`config.mk`:
```
export PLATFORM = sky130hd
export DESIGN_NAME = alu_cmd_queue_flat
export DESIGN_NICKNAME = d
export VERILOG_FILES = /design/src/rtl/alu_cmd_queue_pkg.sv /design/src/rtl/alu_cmd_queue_if.sv /design/src/rtl/alu_cmd_queue_fifo.sv /design/src/rtl/alu_cmd_queue.sv /design/src/flat_wrapper.sv
export SDC_FILE = /design/constraint.sdc
export NUM_CORES = 1
export LEC_CHECK = 0
export BUFFER_PORTS_ARGS = -buffer_cell sky130_fd_sc_hd__buf_4
export CAP_MARGIN = 30
export CELL_PAD_IN_SITES_DETAIL_PLACEMENT = 1
export CELL_PAD_IN_SITES_GLOBAL_PLACEMENT = 1
export CORE_MARGIN = 4
export CORE_UTILIZATION = 47
export DETAILED_ROUTE_END_ITERATION = 8
export GPL_TIMING_DRIVEN = 0
export PLACE_DENSITY_LB_ADDON = 0.1
export SETUP_SLACK_MARGIN = 0.5
export SLEW_MARGIN = 20
export SYNTH_ARGS = -nofsm -noshare
export SYNTH_HDL_FRONTEND = slang
export SYNTH_SLANG_ARGS = --single-unit
```
`constraint.sdc`:
```
create_clock -name clk -period 2.9 [get_ports clk]
set_input_delay 0 -clock clk [delete_from_list [all_inputs] [get_ports clk]]
set_output_delay 0 -clock clk [all_outputs]
set_load 0.05 [all_outputs]
```
`src/rtl/alu_cmd_queue_pkg.sv`:
```
// Shared parameters, command record and opcode encodings for the ALU command queue.
// Build option ALU_CMD_COUNT_EN (see alu_cmd_queue.sv) does not affect this package.
package alu_pkg;

    localparam int WIDTH = 8;
    localparam int OPW   = 3;
    localparam int DEPTH = 4;

    localparam logic [OPW-1:0] OP_ADD  = 3'd0;
    localparam logic [OPW-1:0] OP_SUB  = 3'd1;
    localparam logic [OPW-1:0] OP_AND  = 3'd2;
    localparam logic [OPW-1:0] OP_OR   = 3'd3;
    localparam logic [OPW-1:0] OP_XOR  = 3'd4;
    localparam logic [OPW-1:0] OP_SHL  = 3'd5;
    localparam logic [OPW-1:0] OP_SHR  = 3'd6;
    localparam logic [OPW-1:0] OP_NOTA = 3'd7;

    typedef struct packed {
        logic [OPW-1:0]   opcode;
        logic [WIDTH-1:0] a;
        logic [WIDTH-1:0] b;
    } alu_cmd_t;

endpackage

```
`src/rtl/alu_cmd_queue_if.sv`:
```
// Command, ALU-side and result signals of the ALU command queue, bundled as one interface.
// Slave is the queue's view; master is the view of the surrounding producer/ALU/consumer.
interface alu_cmd_queue_if;
    import alu_pkg::*;

    logic             in_valid;
    logic             in_ready;
    logic [OPW-1:0]   in_opcode;
    logic [WIDTH-1:0] in_a;
    logic [WIDTH-1:0] in_b;
    logic [OPW-1:0]   alu_opcode;
    logic [WIDTH-1:0] alu_a;
    logic [WIDTH-1:0] alu_b;
    logic [WIDTH-1:0] alu_y;
    logic             out_valid;
    logic             out_ready;
    logic [WIDTH-1:0] out_y;
    logic [OPW-1:0]   out_opcode;

    modport slave (
        input  in_valid, in_opcode, in_a, in_b, alu_y, out_ready,
        output in_ready, alu_opcode, alu_a, alu_b, out_valid, out_y, out_opcode
    );

    modport master (
        output in_valid, in_opcode, in_a, in_b, alu_y, out_ready,
        input  in_ready, alu_opcode, alu_a, alu_b, out_valid, out_y, out_opcode
    );

endinterface

```
`src/rtl/alu_cmd_queue_fifo.sv`:
```
// Synchronous FIFO of alu_cmd_t. Storage is deliberately left uninitialised by reset;
// only pointers and occupancy are cleared. Push while full / pop while empty are ignored.
module alu_cmd_fifo
    import alu_pkg::*;
#(
    parameter int N_ENTRIES = DEPTH
) (
    input  logic                           clk,
    input  logic                           rst,
    input  logic                           push_i,
    input  alu_cmd_t                       wdata_i,
    input  logic                           pop_i,
    output alu_cmd_t                       rdata_o,
    output logic [$clog2(N_ENTRIES+1)-1:0] count_o,
    output logic                           full_o,
    output logic                           empty_o
);

    localparam int PW = $clog2(N_ENTRIES);
    localparam int CW = $clog2(N_ENTRIES + 1);

    alu_cmd_t        mem_q [N_ENTRIES];
    alu_cmd_t        mem_d [N_ENTRIES];
    logic [PW-1:0]   wr_ptr_q, wr_ptr_d;
    logic [PW-1:0]   rd_ptr_q, rd_ptr_d;
    logic [CW-1:0]   count_q, count_d;
    logic            push_ok_s, pop_ok_s;

    assign full_o    = (count_q == CW'(N_ENTRIES));
    assign empty_o   = (count_q == {CW{1'b0}});
    assign count_o   = count_q;
    assign push_ok_s = push_i & ~full_o;
    assign pop_ok_s  = pop_i & ~empty_o;
    assign rdata_o   = mem_q[rd_ptr_q];

    // Next-state for storage, pointers and occupancy; pointers wrap naturally (power-of-2 depth).
    always_comb begin
        mem_d    = mem_q;
        wr_ptr_d = wr_ptr_q;
        rd_ptr_d = rd_ptr_q;
        count_d  = count_q;
        if (push_ok_s) begin
            mem_d[wr_ptr_q] = wdata_i;
            wr_ptr_d        = wr_ptr_q + PW'(1);
        end else begin
            wr_ptr_d = wr_ptr_q;
        end
        if (pop_ok_s) begin
            rd_ptr_d = rd_ptr_q + PW'(1);
        end else begin
            rd_ptr_d = rd_ptr_q;
        end
        case ({push_ok_s, pop_ok_s})
            2'b10:   count_d = count_q + CW'(1);
            2'b01:   count_d = count_q - CW'(1);
            default: count_d = count_q;
        endcase
    end

    // Pointer and occupancy registers.
    always_ff @(posedge clk or posedge rst) begin
        if (rst) begin
            wr_ptr_q <= {PW{1'b0}};
            rd_ptr_q <= {PW{1'b0}};
            count_q  <= {CW{1'b0}};
        end else begin
            wr_ptr_q <= wr_ptr_d;
            rd_ptr_q <= rd_ptr_d;
            count_q  <= count_d;
        end
    end

    // Entry storage, not reset.
    always_ff @(posedge clk) begin
        mem_q <= mem_d;
    end

endmodule

```
`src/rtl/alu_cmd_queue.sv`:
```
// Issue stage for an external combinational ALU: command FIFO feeding the ALU, one-entry result register.
// Build option ALU_CMD_COUNT_EN adds a 16-bit wrapping done_cnt of result handshakes.
module alu_cmd_queue
    import alu_pkg::*;
(
    input  logic              clk,
    input  logic              rst,
    alu_cmd_queue_if.slave    bus
`ifdef ALU_CMD_COUNT_EN
    ,
    output logic [15:0]       done_cnt
`endif
);

    localparam int CW = $clog2(DEPTH + 1);

    alu_cmd_t         push_cmd_s;
    alu_cmd_t         head_s;
    logic [CW-1:0]    count_s;
    logic             full_s, empty_s;
    logic             push_s, fire_s;
    logic             out_valid_q, out_valid_d;
    logic [WIDTH-1:0] out_y_q, out_y_d;
    logic [OPW-1:0]   out_opcode_q, out_opcode_d;

    assign push_cmd_s.opcode = bus.in_opcode;
    assign push_cmd_s.a      = bus.in_a;
    assign push_cmd_s.b      = bus.in_b;

    // in_ready depends on registered occupancy only, never on out_ready.
    assign bus.in_ready = ~full_s;
    assign push_s       = bus.in_valid & ~full_s;
    assign fire_s       = (count_s != {CW{1'b0}}) & (~out_valid_q | bus.out_ready);

    alu_cmd_fifo #(.N_ENTRIES(DEPTH)) u_fifo (
        .clk     (clk),
        .rst     (rst),
        .push_i  (push_s),
        .wdata_i (push_cmd_s),
        .pop_i   (fire_s),
        .rdata_o (head_s),
        .count_o (count_s),
        .full_o  (full_s),
        .empty_o (empty_s)
    );

    // Empty queue presents zeros so stale storage never reaches the ALU.
    assign bus.alu_opcode = empty_s ? {OPW{1'b0}}   : head_s.opcode;
    assign bus.alu_a      = empty_s ? {WIDTH{1'b0}} : head_s.a;
    assign bus.alu_b      = empty_s ? {WIDTH{1'b0}} : head_s.b;

    // Result register: capture on fire, drop valid when drained with nothing behind it.
    always_comb begin
        out_valid_d  = out_valid_q;
        out_y_d      = out_y_q;
        out_opcode_d = out_opcode_q;
        if (fire_s) begin
            out_valid_d  = 1'b1;
            out_y_d      = bus.alu_y;
            out_opcode_d = bus.alu_opcode;
        end else if (out_valid_q && bus.out_ready) begin
            out_valid_d = 1'b0;
        end else begin
            out_valid_d = out_valid_q;
        end
    end

    // Result register state.
    always_ff @(posedge clk or posedge rst) begin
        if (rst) begin
            out_valid_q  <= 1'b0;
            out_y_q      <= {WIDTH{1'b0}};
            out_opcode_q <= {OPW{1'b0}};
        end else begin
            out_valid_q  <= out_valid_d;
            out_y_q      <= out_y_d;
            out_opcode_q <= out_opcode_d;
        end
    end

    assign bus.out_valid  = out_valid_q;
    assign bus.out_y      = out_y_q;
    assign bus.out_opcode = out_opcode_q;

`ifdef ALU_CMD_COUNT_EN
    logic [15:0] done_cnt_q, done_cnt_d;

    // Completed-result counter, wraps at 16 bits.
    always_comb begin
        if (out_valid_q && bus.out_ready) begin
            done_cnt_d = done_cnt_q + 16'd1;
        end else begin
            done_cnt_d = done_cnt_q;
        end
    end

    // Completed-result counter register.
    always_ff @(posedge clk or posedge rst) begin
        if (rst) begin
            done_cnt_q <= 16'd0;
        end else begin
            done_cnt_q <= done_cnt_d;
        end
    end

    assign done_cnt = done_cnt_q;
`endif

endmodule

```
`src/flat_wrapper.sv`:
```
// flat-port wrapper written by rule: the top's interface ports become plain ports
module alu_cmd_queue_flat import alu_pkg::*;
  (clk, rst, bus_in_valid, bus_in_opcode, bus_in_a, bus_in_b, bus_alu_y, bus_out_ready, bus_in_ready, bus_alu_opcode, bus_alu_a, bus_alu_b, bus_out_valid, bus_out_y, bus_out_opcode);
  alu_cmd_queue_if bus_i ();
  input  logic clk;
  input  logic rst;
  input wire logic [$bits(bus_i.in_valid)-1:0] bus_in_valid;
  input wire logic [$bits(bus_i.in_opcode)-1:0] bus_in_opcode;
  input wire logic [$bits(bus_i.in_a)-1:0] bus_in_a;
  input wire logic [$bits(bus_i.in_b)-1:0] bus_in_b;
  input wire logic [$bits(bus_i.alu_y)-1:0] bus_alu_y;
  input wire logic [$bits(bus_i.out_ready)-1:0] bus_out_ready;
  output wire logic [$bits(bus_i.in_ready)-1:0] bus_in_ready;
  output wire logic [$bits(bus_i.alu_opcode)-1:0] bus_alu_opcode;
  output wire logic [$bits(bus_i.alu_a)-1:0] bus_alu_a;
  output wire logic [$bits(bus_i.alu_b)-1:0] bus_alu_b;
  output wire logic [$bits(bus_i.out_valid)-1:0] bus_out_valid;
  output wire logic [$bits(bus_i.out_y)-1:0] bus_out_y;
  output wire logic [$bits(bus_i.out_opcode)-1:0] bus_out_opcode;
  assign bus_i.in_valid = bus_in_valid;
  assign bus_i.in_opcode = bus_in_opcode;
  assign bus_i.in_a = bus_in_a;
  assign bus_i.in_b = bus_in_b;
  assign bus_i.alu_y = bus_alu_y;
  assign bus_i.out_ready = bus_out_ready;
  assign bus_in_ready = bus_i.in_ready;
  assign bus_alu_opcode = bus_i.alu_opcode;
  assign bus_alu_a = bus_i.alu_a;
  assign bus_alu_b = bus_i.alu_b;
  assign bus_out_valid = bus_i.out_valid;
  assign bus_out_y = bus_i.out_y;
  assign bus_out_opcode = bus_i.out_opcode;
  alu_cmd_queue u_core (.clk(clk), .rst(rst), .bus(bus_i));
endmodule
```
==> impl_summary.log, run 1 <==
[metrics] outcome: complete, no violations
[metrics] Post-Syn Nets: 221
[metrics] number of levels the H-tree was split into: 3
[metrics] first-iteration detailed-routing DRC count: 63
[metrics] dpl cell area: 4353 sq um
[metrics] largest driver fanout on the critical path: 6
[metrics] final core area utilization: 0.6229
[metrics] static power due to leakage: 0.001843 uW
[metrics] detailed-route vias per instance: 4.975
[metrics] Slew Limit Headroom: 0.5103
[metrics] library cells used by synthesis: 26
[metrics] sequential-to-total area share from yosys stat: 0.7334
[metrics] Pre-antenna DRT Iters: 4
[metrics] die outline width: 97.44 microns
[metrics] Die Height: 97.44 microns
[metrics] cell area after technology mapping: 3760 sq um
[metrics] final hold vios: 0
[metrics] number of buffers between clock root and the deepest sink: 2
[metrics] layout cells sized above 1: 0.4027
[metrics] number of storage elements in the synthesis netlist: 95
[metrics] category of the worst setup path launch point: flop
[metrics] Initial Util: 0.4841
[metrics] largest net degree at the start of global routing: 20
[metrics] number of antenna violations at the first check in global routing: 0
[metrics] Final GP Congestion: 0.6858
[metrics] Peak Freq: 452.2 MHz
[metrics] final critical path time including I/O delays and setup: 2.211 ns
[metrics] total die area: 9495 sq um
[metrics] final cell count without fillers: 395
[metrics] final total negative setup slack: 0 ns
[metrics] clock skew: 0.007352 ns
[metrics] slowest cell delay on critical path: 0.44 ns
[metrics] kind of cell adding the most delay to the critical path: simple AND/OR/NAND/NOR gates
[metrics] CTS Root Cell: sky130_fd_sc_hd__clkbuf_8
[metrics] global-route wire length before repair: 11810 microns
[metrics] Num CTS Buffers: 9
[metrics] I/O pin count: 63
[metrics] CP Data Arrival Time: 2.49 ns
[metrics] via count of the first global-routing pass: 2171
[metrics] required time of the critical path: 3.18 ns
[metrics] # fillers: 712
[metrics] area of the core region: 7767 sq um
[metrics] clock input transition at the sequential cells of the worst setup and hold paths: 0.09 ns
[metrics] I/O Buffers: 62
[metrics] Rows: 32
[metrics] post-layout instance area: 4838 sq um
[metrics] Critical Path End Type: flop
[metrics] crit path kind: flop to flop
[metrics] max-slew violation count: 0
[metrics] half-perimeter wire length after placement: 4607 microns
[metrics] placed instance count: 348
[metrics] Residual DRC: 0
[metrics] Placement Setup Slack: 0.6751 ns
[metrics] synth-to-layout area growth: 28.69%
[metrics] remaining number of nets flagged by the antenna check after routing: 0
[metrics] clock tree from TritonCTS: built
[metrics] Critical Path, Cell by Cell: or3b_4, and2_4, inv_1, ha_1, inv_1, fa_1, xor2_1, nor2_1, xor2_1
[metrics] number of nets in the finished design: 325
[metrics] global-route usage over all layers: 0.1629
[metrics] number of sinks on the clock net: 95
[metrics] overall via count from detail_route: 1965
[metrics] later-pin clock latency in the skew report: 0.35 ns
[metrics] final wirelength: 7330 microns
[metrics] Max-Cap Viols: 0
[metrics] RSZ-0062 raised after global routing: no
[metrics] post-route fraction of the period consumed by the critical path: 0.7625
[metrics] average routed wire per standard cell: 18.56 microns
[metrics] total grt overflow: 0
[metrics] Max rail drop VDD: 478.0 uV
[metrics] # diodes: 0
[metrics] average cell area after synthesis: 20.43 sq um
[metrics] setup-violating endpoint count in the final report: 0
[metrics] slowest cell on the critical path: sky130_fd_sc_hd__or3b_4
[metrics] number of warnings printed during yosys synthesis: 0
[metrics] Final WS setup: 0.6887 ns
[metrics] areal power density over the cells: 1141 nW/um^2
[metrics] slew at the pin with the worst max-slew slack: 0.7337 ns
[metrics] Critical path buffers and inverters: 2
[metrics] cell count after synthesis: 184
[metrics] type of the most critical hold path: input pin to async pin
[power breakdown]
group	total [uW]	switching, uW	internal [uW]	leakage [uW]
clock network	769	452	317	0.0000809
logic	2790	1760	1020	0.000846
registers	1970	129	1840	0.000915
total	5520	2340	3180	0.00184
[per-stage QoR]
stage	hold WS, ns	total power [uW]
2_1_floorplan	-0.04887	3968
3_3_place_gp	0.1642	4731
3_5_place_dp	0.1755	4776
4_1_cts	0.3473	5574
5_1_grt	0.3836	5814
6_report	0.3341	5522
[worst reg2reg max path: stages, from the launching register on]
cell and delay (ns):
sky130_fd_sc_hd__dfrtp_1 0.41, sky130_fd_sc_hd__or3b_4 0.44, sky130_fd_sc_hd__and2_4 0.19, sky130_fd_sc_hd__inv_1 0.05
sky130_fd_sc_hd__ha_1 0.18, sky130_fd_sc_hd__inv_1 0.06, sky130_fd_sc_hd__fa_1 0.37, sky130_fd_sc_hd__xor2_1 0.16
sky130_fd_sc_hd__nor2_1 0.12, sky130_fd_sc_hd__xor2_1 0.16
[final timing paths]
path | start | end | slack (ns) | depth (start not counted)
max in group asynchronous | rst | u_core.bus.out_y[4] | 2.10 | 3
hold reg to reg | u_core.bus.out_y[0] | u_core.bus.out_y[0] | 0.51 | 1
setup / recovery | u_core.u_fifo.count_o[0] | u_core.u_fifo.count_o[2] | 0.69 | 9
min in group clk | bus_in_b[7] | u_core.u_fifo.mem_q[64] | 0.40 | 2
setup reg to reg | u_core.u_fifo.count_o[0] | u_core.u_fifo.count_o[2] | 0.69 | 9
hold / removal | rst | u_core.bus.out_opcode[2] | 0.33 | 3
[registers in the layout, summed over array words and instances, names as in the netlist]
register,flops
u_core.u_fifo.rd_ptr_q,2
u_core.u_fifo.mem_q,76
u_core.bus.out_opcode,3
u_core.u_fifo.wr_ptr_q,2
u_core.bus.out_valid,1
u_core.u_fifo.count_o,3
u_core.bus.out_y,8
[final cells by class]
class	count	area (sq um)	share of cell area
Clock inverter	6	45.04	0.009310
Clock buffer	10	127.6	0.02638
Tap cell	102	127.6	0.02638
Sequential cell	95	2758	0.5699
Inverter	7	26.28	0.005431
Buffer	7	42.54	0.008792
Multi-Input combinational cell	75	938.4	0.1939
Timing Repair Buffer	93	773.2	0.1598
[cell families (layout without fill, tap and decap cells)]
logic type / after synthesis / count (layout) / synth area share
buffers and inverters: 14 / 123 / 0.01830
muxes: 32 / 32 / 0.1564
DFF: 95 / 95 / 0.7334
xor gates and xnor gates: 6 / 6 / 0.01398
and+or+nand+nor: 31 / 31 / 0.05591
adders and majority gates: 6 / 6 / 0.02196
[layer usage]
metal  up-vias  routed length, microns  GRT usage
met3         7                     351    0.03661
met1       989                    3222     0.2195
met4         0                      80    0.05112
met5         -                       0          0
li1        912                       -          -
met2        57                    3676     0.2657
[Yosys cell counts]
cell type	count	area [sq um]
sky130_fd_sc_hd__clkbuf_1	3	11.26
sky130_fd_sc_hd__and3b_1	1	8.760
sky130_fd_sc_hd__buf_6	1	11.26
sky130_fd_sc_hd__nor2b_2	1	8.760
sky130_fd_sc_hd__or3b_4	1	11.26
sky130_fd_sc_hd__nor3_2	1	10.01
sky130_fd_sc_hd__mux4_2	17	382.9
sky130_fd_sc_hd__mux2_2	10	112.6
sky130_fd_sc_hd__dfrtp_1	19	475.5
sky130_fd_sc_hd__ha_1	5	62.56
sky130_fd_sc_hd__xnor2_1	2	17.52
sky130_fd_sc_hd__nor2b_1	19	118.9
sky130_fd_sc_hd__and3_2	4	30.03
sky130_fd_sc_hd__mux2i_1	1	10.01
sky130_fd_sc_hd__nor2_1	1	3.750
sky130_fd_sc_hd__buf_4	2	15.01
sky130_fd_sc_hd__nand2_1	1	3.750
sky130_fd_sc_hd__fa_1	1	20.02
sky130_fd_sc_hd__buf_2	1	5.000
sky130_fd_sc_hd__mux4_1	2	52.55
sky130_fd_sc_hd__nand2b_1	1	6.260
sky130_fd_sc_hd__edfxtp_1	76	2282
sky130_fd_sc_hd__xor2_1	4	35.03
sky130_fd_sc_hd__and2_4	1	8.760
sky130_fd_sc_hd__mux2_4	2	30.03
sky130_fd_sc_hd__inv_1	7	26.28
[cells in the final DEF, fill, tap and decap left out, drive strengths merged]
master / instances
edfxtp: 76
buf: 67
dlygate4sd3: 30
nor2b: 20
dfrtp: 19
mux4: 19
clkbuf: 13
mux2: 12
inv: 9
ha: 5
and3: 4
xor2: 4
xnor2: 2
clkinvlp: 2
clkinv: 2
nor3: 1
nand2b: 1
mux2i: 1
or3b: 1
and2: 1
and3b: 1
nand2: 1
nor2: 1
fa: 1
[timing repair]
action,CTS,global route
setup buffers,0,1
hold endpoints to repair,105,0
resized for setup,0,1
setup endpoints to repair,0,1
hold buffers,30,0
Power figures use the tool's default switching activity.
==> run 2, diff against run 1 <==
==> constraint.sdc (replaced) <==
create_clock -name clk -period 2.1 [get_ports clk]
set_input_delay 0 -clock clk [delete_from_list [all_inputs] [get_ports clk]]
set_output_delay 0 -clock clk [all_outputs]
set_load 0.05 [all_outputs]
==> run 2 against run 1 <==
Effect of this change: the run now ends with setup timing left; routed wire length up 23%; fmax is 4.8% higher; final area rose by 12%; flip-flop and latch count unchanged; critical path depth unchanged; combinational power is 91% higher; global-route usage rose by 1.3 points; clock-buffer cell count unchanged; register-to-register slack lost 0.70 ns; total power rose by 68%; clock power increased by 59%; via count up 8.1%; critical path type unchanged; critical endpoint unchanged; largest power group unchanged.
==> impl_summary.log, run 2 (synthesis results as in run 1) <==
[metrics] overall via count from detail_route: 2124
[metrics] final hold vios: 0
[metrics] detailed-route vias per instance: 5.069
[metrics] Initial Util: 0.4841
[metrics] slowest cell on the critical path: sky130_fd_sc_hd__or3b_4
[metrics] areal power density over the cells: 1709 nW/um^2
[metrics] Critical Path, Cell by Cell: or3b_4, and2_4, inv_2, ha_4, inv_2, fa_2, xor2_1, nor2_1, xor2_1
[metrics] RSZ-0062 raised after global routing: yes
[metrics] slowest cell delay on critical path: 0.44 ns
[metrics] final wirelength: 9046 microns
[metrics] post-layout instance area: 5439 sq um
[metrics] largest net degree at the start of global routing: 20
[metrics] post-route fraction of the period consumed by the critical path: 1.005
[metrics] Max-Cap Viols: 0
[metrics] most frequent standard cell in the layout excluding fill and tap cells: sky130_fd_sc_hd__edfxtp_1
[metrics] slew at the pin with the worst max-slew slack: 0.7969 ns
[metrics] largest driver fanout on the critical path: 2
[metrics] area of the core region: 7767 sq um
[metrics] share of total power consumed by net switching: 0.3994
[metrics] max-slew violation count: 0
[metrics] category of the worst setup path launch point: flop
[metrics] Reg with most FFs: u_core.u_fifo.mem_q
[metrics] type of the most critical hold path: input pin to flop
[metrics] # fillers: 647
[metrics] required time of the critical path: 2.38 ns
[metrics] most used cells in the layout excluding fill and tap cells: sky130_fd_sc_hd__edfxtp_1, sky130_fd_sc_hd__buf_4, sky130_fd_sc_hd__dlygate4sd3_1
[metrics] synth-to-layout area growth: 44.66%
[metrics] number of antenna violations at the first check in global routing: 0
[metrics] half-perimeter wire length after placement: 4481 microns
[metrics] portion of total power attributed to the clock network: 0.131
[metrics] number of levels the H-tree was split into: 3
[metrics] CTS Root Cell: sky130_fd_sc_hd__clkbuf_8
[metrics] remaining number of nets flagged by the antenna check after routing: 0
[metrics] Final GP Congestion: 0.6918
[metrics] Num CTS Buffers: 9
[metrics] Global Route met2 Usage: 0.3089
[metrics] crit path kind: flop to flop
[metrics] failing checks: setup timing
[metrics] clock tree from TritonCTS: built
[metrics] Largest register FFs: 76
[metrics] I/O Buffers: 62
[metrics] Rows: 32
[metrics] first-iteration detailed-routing DRC count: 93
[metrics] global-route usage over all layers: 0.1756
[metrics] number of sinks on the clock net: 95
[metrics] Final WS setup: -0.01097 ns
[metrics] internal portion of total power: 5582 uW
[metrics] via count of the first global-routing pass: 2358
[metrics] Critical Path End Type: flop
[metrics] later-pin clock latency in the skew report: 0.36 ns
[metrics] outcome: finished, violations left
[metrics] clock skew: 0.007327 ns
[metrics] I/O pin count: 63
[metrics] Net Sw Power: 3712 uW
[metrics] Slew Limit Headroom: 0.4682
[metrics] total grt overflow: 0
[metrics] number of buffers between clock root and the deepest sink: 2
[metrics] die outline width: 97.44 microns
[metrics] relative contribution of sequential cells to total power: 0.295
[metrics] static power due to leakage: 0.002155 uW
[metrics] global routing met1 resource utilization: 0.2209
[metrics] Top Usage Layer GRT: met2
[metrics] Pre-antenna DRT Iters: 4
[metrics] Peak Freq: 473.7 MHz
[metrics] setup-violating endpoint count in the final report: 1
[metrics] CP Data Arrival Time: 2.39 ns
[metrics] final critical path time including I/O delays and setup: 2.111 ns
[metrics] Die Height: 97.44 microns
[metrics] Residual DRC: 0
[metrics] Placement Setup Slack: 0.01046 ns
[metrics] number of nets in the finished design: 349
[metrics] layout cells sized above 1: 0.5457
[metrics] global-route wire length before repair: 12830 microns
[metrics] clock input transition at the sequential cells of the worst setup and hold paths: 0.09 ns
[metrics] dpl cell area: 4394 sq um
[metrics] Max rail drop VDD: 670.2 uV
[metrics] average routed wire per standard cell: 21.59 microns
[metrics] # diodes: 0
[metrics] global-route track usage on met3: 0.03015
[metrics] combinational share of power: 0.574
[metrics] total die area: 9495 sq um
==> run 2: cell count changes in the layout (fill, tap and decap cells not counted), sizes merged <==
cell | before | now
buf | 67 | 94
bufinv | 0 | 1
clkbuf | 13 | 11
clkinv | 2 | 3
clkinvlp | 2 | 1
dlygate4sd3 | 30 | 29
inv | 9 | 8
==> run 2: critical path, delay by kind of cell (launching register included) <==
family / cells / cell delay [ns]
XOR/XNOR: 2 / 0.32
adder cells (fa/ha/maj): 2 / 0.45
flip-flops: 1 / 0.43
AND/OR/NAND/NOR: 3 / 0.75
buffers and inverters: 2 / 0.09
==> run 2: worst paths after layout <==
| check | start | end | slack (ns) | cells past startpoint |
|---|---|---|---|---|
| min reg2reg | u_core.bus.out_y[0] | u_core.bus.out_y[0] | 0.52 | 1 |
| min | bus_in_valid | u_core.u_fifo.wr_ptr_q[0] | 0.19 | 5 |
| max in group asynchronous | rst | u_core.u_fifo.rd_ptr_q[0] | 1.21 | 3 |
| max | u_core.u_fifo.count_o[1] | u_core.u_fifo.count_o[2] | -0.01 | 9 |
| max reg2reg | u_core.u_fifo.count_o[1] | u_core.u_fifo.count_o[2] | -0.01 | 9 |
| min in group asynchronous | rst | u_core.bus.out_opcode[1] | 0.35 | 3 |
==> run 2: final cells by class <==
cell class | instances | area (sq um) | area share
clock inverter | 6 | 70.07 | 0.01288
buffer | 7 | 83.83 | 0.01541
sequential | 95 | 2760 | 0.5075
inverter | 7 | 26.28 | 0.004831
clock buffer | 10 | 127.6 | 0.02346
timing repair buffer | 117 | 1130 | 0.2077
multi-input combinational | 75 | 1114 | 0.2047
tap | 102 | 127.6 | 0.02346
==> run 2: metrics by stage <==
stage	setup TNS [ns]	total power, uW	instances	util	hold slack [ns]
after floorplan	0	5560	184	-	-0.04894
final	-0.01097	9294	419	0.7002	0.1879
after global routing	-0.1023	9697	419	0.7002	0.2015
after detailed placement	0	6649	348	0.5657	0.1791
after global placement	0	6580	348	0.5657	0.1806
after CTS	0	8850	410	0.6801	0.09930
==> run 2: per-layer routing <==
metal | wire length, microns | up-vias
met5 | 0 | -
met4 | 124 | 0
met3 | 297 | 11
met2 | 4933 | 53
met1 | 3690 | 1102
li1 | - | 958
==> run 2: timing repair <==
action                     in CTS  in global routing
hold endpoints to repair      104                  0
hold buffers                   29                  0
buffers inserted               15                  9
gates resized for setup        67                 25
pin swaps                       6                  5
setup endpoints to repair      70                 33
gates cloned                    2                  0
==> run 2: power groups by stage <==
stage | Clock, uW | Sequential (uW) | Combinational, uW
after floorplan | 0 | 3050 | 2510
after global placement | 0 | 2740 | 3840
final | 1220 | 2740 | 5340
after global routing | 1320 | 2780 | 5590
after detailed placement | 0 | 2760 | 3890
after CTS | 1220 | 2700 | 4930
